### src/rtl/instr_fetch.sv
// Program-side front end: program memory, PC and instruction register.
// A fetched word is presented for exactly one EXEC cycle; a valid/ready port loads the program while halted.
module instr_fetch #(
  parameter int unsigned PC_WIDTH          = 8,
  parameter int unsigned PROGRAM_DataWidth = 16
) (
  input  logic                         clk,
  input  logic                         rst_n,
  input  logic                         run,
  input  logic                         load_valid,
  output logic                         load_ready,
  input  logic [PROGRAM_DataWidth-1:0] load_data,
  input  logic                         load_last,
  input  logic                         cnt_wr_en,
  input  logic [PC_WIDTH-1:0]          literal_adr,
  output logic [PROGRAM_DataWidth-1:0] instruction,
  output logic                         instr_valid,
  output logic [PC_WIDTH-1:0]          pc,
  output logic                         halted
);

  localparam int unsigned Depth = 2 ** PC_WIDTH;

  localparam logic [1:0] S_IDLE  = 2'd0;
  localparam logic [1:0] S_FETCH = 2'd1;
  localparam logic [1:0] S_EXEC  = 2'd2;

  logic [1:0]                   r_state, w_state_nxt;
  logic [PC_WIDTH-1:0]          r_pc, w_pc_nxt;
  logic [PC_WIDTH-1:0]          r_load_adr, w_load_adr_nxt;
  logic [PROGRAM_DataWidth-1:0] r_instr;
  logic                         w_mem_we;

  logic [PROGRAM_DataWidth-1:0] r_mem [Depth];

  always_comb begin
    w_state_nxt    = r_state;
    w_pc_nxt       = r_pc;
    w_load_adr_nxt = r_load_adr;
    w_mem_we       = 1'b0;
    case (r_state)
      S_IDLE: begin
        // A load in the same cycle as run takes priority; execution starts once loading stops.
        if (load_valid) begin
          w_mem_we = 1'b1;
          if (load_last) begin
            w_load_adr_nxt = '0;
            w_pc_nxt       = '0;
          end else begin
            w_load_adr_nxt = r_load_adr + PC_WIDTH'(1);
          end
        end else if (run) begin
          w_state_nxt = S_FETCH;
        end
      end
      S_FETCH: w_state_nxt = S_EXEC;
      S_EXEC: begin
        w_pc_nxt    = cnt_wr_en ? literal_adr : r_pc + PC_WIDTH'(1);
        w_state_nxt = run ? S_FETCH : S_IDLE;
      end
      default: w_state_nxt = S_IDLE;
    endcase
  end

  always_ff @(posedge clk or negedge rst_n) begin
    if (!rst_n) begin
      r_state    <= S_IDLE;
      r_pc       <= '0;
      r_load_adr <= '0;
      r_instr    <= '0;
    end else begin
      r_state    <= w_state_nxt;
      r_pc       <= w_pc_nxt;
      r_load_adr <= w_load_adr_nxt;
      if (r_state == S_FETCH) begin
        r_instr <= r_mem[r_pc];
      end
    end
  end

  // Memory contents survive reset, so this block has no reset branch.
  always_ff @(posedge clk) begin
    if (w_mem_we) begin
      r_mem[r_load_adr] <= load_data;
    end
  end

  assign instruction = (r_state == S_EXEC) ? r_instr : '0;
  assign instr_valid = (r_state == S_EXEC);
  assign load_ready  = (r_state == S_IDLE);
  assign halted      = (r_state == S_IDLE);
  assign pc          = r_pc;

endmodule

### config.mk
export PLATFORM = sky130hd
export DESIGN_NAME = instr_fetch
export DESIGN_NICKNAME = d
export VERILOG_FILES = /design/src/rtl/instr_fetch.sv
export SDC_FILE = /design/constraint.sdc
export NUM_CORES = 2
export LEC_CHECK = 0
export CAP_MARGIN = 20
export CORE_ASPECT_RATIO = 2
export CORE_UTILIZATION = 55
export CTS_CLUSTER_DIAMETER = 60
export DETAILED_ROUTE_END_ITERATION = 7
export PLACE_DENSITY = 0.79
export SLEW_MARGIN = 30
export SYNTH_ARGS = -nofsm -noshare
export SYNTH_HDL_FRONTEND = slang
export SYNTH_SLANG_ARGS = --single-unit
### constraint.sdc
create_clock -name clk -period 3.2 [get_ports clk]
set_input_delay 0.8 -clock clk [delete_from_list [all_inputs] [get_ports clk]]
set_output_delay 0.8 -clock clk [all_outputs]
set_load 0.005 [all_outputs]
=== Yosys cells after proc, flatten, opt, wreduce, memory -nomap -nowiden ===
Memories as Yosys holds them, arrays and structs flattened. A register that Yosys moved wholly into a read port is not among the register bits.
Cells that the tools add are included.

* Register bits after elaboration: 18
* Latch bits: 0
* Bits in writable memories: 4096
* ROM bits: 0
* Bits of input ports: 30
* Output and inout bits: 27
* Word-level logic and storage cells: 32
* Memories: 1

* Add/subtract/negate cells: 2
* $mul: 0
* Divide/modulo/power cells: 0
* Order comparisons: 0
* Equality and inequality tests: 6
* Shift operators: 0
* Muxes and demuxes: 14
* Bitwise operators: 0
* Reductions and logical operators: 6

{| class="wikitable"
|+ Memories
! name !! depth !! width !! read ports !! clocked after Yosys merged registers in !! write ports !! RTL line !! source
|-
| r_mem || 256 || 16 || 1 || 1 || 1 || 34 || <nowiki>logic [PROGRAM_DataWidth-1:0] r_mem [Depth];</nowiki>
|}

{| class="wikitable"
|+ Operators with widths
! cell !! count
|-
| 8-bit two-way mux || 4
|-
| 8-bit by 1-bit adder with 8-bit output, second input constant || 2
|-
| 16-bit two-way mux || 1
|-
| 8-bit one-hot mux with 2 select lines || 1
|-
| 2-bit inequality test, second input constant || 4
|-
| 2-bit one-hot mux with 3 select lines || 1
|-
| 1-bit two-way mux || 5
|-
| 2-bit two-way mux || 2
|-
| 2-bit AND reduction || 2
|-
| 3-bit AND reduction || 1
|-
| 2-bit by 1-bit equality test with 1-bit output, second input constant || 1
|-
| 2-bit equality test, second input constant || 1
|-
| 2-bit zero test || 1
|-
| 2-bit nonzero test || 1
|-
| 1-bit zero test || 1
|}

=== Longest topological paths before layout ===
* Word-level depth: 4
* Mapped depth: 14
* Depth with buffers taken out: 7

=== Least setup slack after synthesis ===
OpenSTA, ideal clock, no wires.

* Path kind: input-to-reg
* Start: input port load_valid
* End: memory r_mem[235][0] (enable)
* Setup time: 388 ps
* Data arrival time: 2503 ps
* Slack: 308 ps
* Stages: 6
* Buffers on the path: 3
* Path through: and2_1 -> clkbuf_1 -> clkbuf_1 -> nand3_1 -> clkbuf_1 -> nor2_1

* Word-level cells in the longest chain between the ends: 4

{| class="wikitable"
|+ RTL lines
! what !! RTL line !! source
|-
| start: declaration || 10 || <nowiki>input logic load_valid,</nowiki>
|-
| 1-bit two-way mux || 44 || <nowiki>if (load_valid) begin</nowiki>
|-
| 1-bit two-way mux || 41 || <nowiki>case (r_state)</nowiki>
|-
| 1-bit two-way mux || 83 || <nowiki>if (w_mem_we) begin</nowiki>
|-
| 1-bit two-way mux (implied by the code) || 84 || <nowiki>r_mem[r_load_adr] <= load_data;</nowiki>
|-
| end: declaration || 34 ||
|}

Every way passes these cells.

==> qor.yml <==
global_route:
  grtUsageTotal: 0.355
  grt_pass1_wl_um: 715000
  globalRouteMet3Util: 0.0912
  met1_usage: 0.380
  met2_usage: 0.577
  grt_max_degree: 95
  grt_pass1_vias: 90200
  globalRoute.totalOverflow: 0
  antenna_found_initial: 45
  grt_busiest_layer: "met2"
critical_path:
  crit_chain: "buf_4 > inv_8 > buf_16 > buf_16 > mux4_2 > a22oi_2 > buf_4 > a21oi_2 > a221o_1"
  cp-end-kind: "flip-flop"
  worstPathRequired_ps: 4050
  slowest_stage: "a22oi_2"
  reg2regPathDepth: 9
  cpPeakStageDelay_ps: 860
  path_class: "flip-flop to flip-flop"
  critical_path.max_fanout: 47
  startpoint_type: "flip-flop"
  critPathArrivalTime_ps: 4790
sta:
  min_period_ps: 3930
  skew_ps: 67.0
  finalCritPeriodShare: 1.23
  hold-worst-slack_ps: 313
  setup_violations: 20
  rsz0062_at_grt: "true"
  tightest_slew_ps: 1250
  hold_violations: 0
  fmax_mhz: 254
  fin_ws_ps: -735
  maxSlewHeadroom: 0.168
  report.final.slew_viol_count: 0
drt:
  initialDrtViolationCount: 15500
  drc_errors: 0
  drtPass1Iterations: 8
  route.vias.total: 91700
  viasPerCell: 7.33
  wl_per_cell_um: 42.6
  wl_um: 532000
  ant_nets: 0
yosys:
  syn_inst: 7460
  netlist.area_leader.share: 0.767
  synthTopCellsByCount: "edfxtp_1, mux4_2, mux2i_1, nor2_1, clkbuf_1"
  synth_top_flop_cell: "edfxtp_1"
  synth.net_count: 7495
  ys_types: 71
  async_reset_ff_frac: 0.00823
  yosysTopAreaCell: "edfxtp_1"
  ys_ff_latch: 4130
  synth_area_leaders: "edfxtp_1, mux4_2, mux2i_1"
  synth_edf_count: 4096
  syn_area_um2: 160000
  avgSynthCellArea_um2: 21.5
  synth.most_common_cell: "edfxtp_1"
  yosys_warnings: 0
  ys_seq_area_frac: 0.772
power:
  p_leak_nw: 59.1
  peakVddDrop_v: 0.000722
  power_mw: 130
  power_per_cell_area_nw_per_um2: 691
clocking:
  clk_latency_ps: 1000
  cts_tree: "built"
  htreeDepth: 5
  root_buffer: "clkbuf_16"
  clk_path_buf_depth: 4
  cts.sinks: 4130
  cts_buffers: 313
  clk_transition_reported_paths_ps: 70
placement:
  hpwl_um: 305000
  place.gp.congestion: 0.949
  numPortBuffers: 56
  dp_cells: 11800
floorplan:
  start_util: 0.552
  die_y_um: 766
  ios: 57
  die-area_um2: 294000
  die-width_um: 384
  coreArea_um2: 290000
  rows: 280
finish:
  nFillCells: 17000
  fin_util: 0.647
  nets: 8470
  drive_gt1_frac: 0.300
  syn2layout_area_growth_pct: 17.2
  fin_cells: 12500
job:
  maxCapViolCount: 0
outcome:
  outcome: "finished with violations"
  violations: "setup timing"
worst_hold_path:
  hold_depth: 1
  hp-class: "input port to flip-flop"
[per-layer routing]
layer,vias to the layer above,routed length [um],share of wire
li1,33300,-,-
met1,46000,147000,0.28
met2,9700,256000,0.48
met3,2684,66000,0.12
met4,30,62700,0.12
met5,-,254,0.00048
[power breakdown]
part | leakage, nW | internal (mW) | switching, mW
logic | 16.9 | 12.0 | 16.7
registers | 37.2 | 59.6 | 0.366
clock network | 4.97 | 21.8 | 19.4
total | 59.1 | 93.4 | 36.5
[area by class of cell]
cell class              instances  area (um2)  share of cell area
inverters                      11        55.1            0.000293
flip-flops and latches       4130      124000               0.659
clock inverters               172        2070              0.0110
diodes                         29        72.6            0.000386
clock buffers                 375        8210              0.0437
repair buffers               1112       14300              0.0762
well taps                    3807        4760              0.0253
multi-input cells            2867       34600               0.184
[state kept, by name, summed over array words and instances, names as in the netlist]
| signal | flops |
|---|---|
| r_instr | 16 |
| r_state | 2 |
| r_mem | 4096 |
| pc | 8 |
| r_load_adr | 8 |
[logic make-up (layout without fill, tap and decap cells)]
logic type | after synthesis | count (layout) | synth area share
buffers and inverters | 463 | 1670 | 0.0192
adders and majority gates | 5 | 5 | 0.000390
DFF | 4130 | 4130 | 0.772
muxes | 1430 | 1430 | 0.155
AOI/OAI and AO/OA | 723 | 723 | 0.0326
xor gates and xnor gates | 5 | 5 | 0.000273
and+or+nand+nor | 704 | 704 | 0.0201
other | 0 | 29 | 0
[final timing paths]
kind | from | end | slack [ps]
hold reg to reg | r_instr[4]$_DFFE_PN0N_ | r_instr[4]$_DFFE_PN0N_ | 580
min in group asynchronous | rst_n | r_instr[12]$_DFFE_PN0N_ | 420
max in group asynchronous | rst_n | pc[2]$_DFFE_PN0P_ | 1970
hold / removal | load_data[6] | r_mem[89][6]$_DFFE_PP_ | 310
setup reg to reg | pc[3]$_DFFE_PN0P_ | r_instr[6]$_DFFE_PN0N_ | -730
setup / recovery | pc[3]$_DFFE_PN0P_ | r_instr[6]$_DFFE_PN0N_ | -730
[metrics by stage]
stage | setup WS, ps | TNS (ps) | cell area, um2
finish | -735 | -5880 | 188000
global route | -617 | -5670 | 188000
CTS | -376 | -4310 | 187000
detailed placement | -1020 | -10890 | 174000
global placement | -1020 | -11740 | 174000
floorplan | 308 | 0 | 160000
[worst max-delay path, delay by kind of cell (launching register included)]
family	cells	cell delay (ps)
AOI/OAI and AO/OA	3	1250
muxes	1	580
DFF	1	520
buffers and inverters	5	1140
[what timing repair did]
item / CTS / global route
resized for setup: 253 / 140
hold buffers: 1 / 0
buffers inserted: 50 / 46
setup endpoints to repair: 40 / 25
pin swaps: 32 / 35
hold endpoints to repair: 13 / 0
gates cloned: 25 / 3
[layout by cell type, fill, tap and decap left out, drive strengths merged, types with 41 or more instances in the layout]
cell type and n:
buf 1038, mux2i 570, mux4 847, nor3 61, a22oi 139, o21ai 81
nor2 310, clkinv 102, a21oi 146, a221oi 133, clkbuf 401, nand2b 50
a221o 44, bufinv 41, edfxtp 4096, nand3 66, nand2 111
Power figures use the tool's default switching activity.
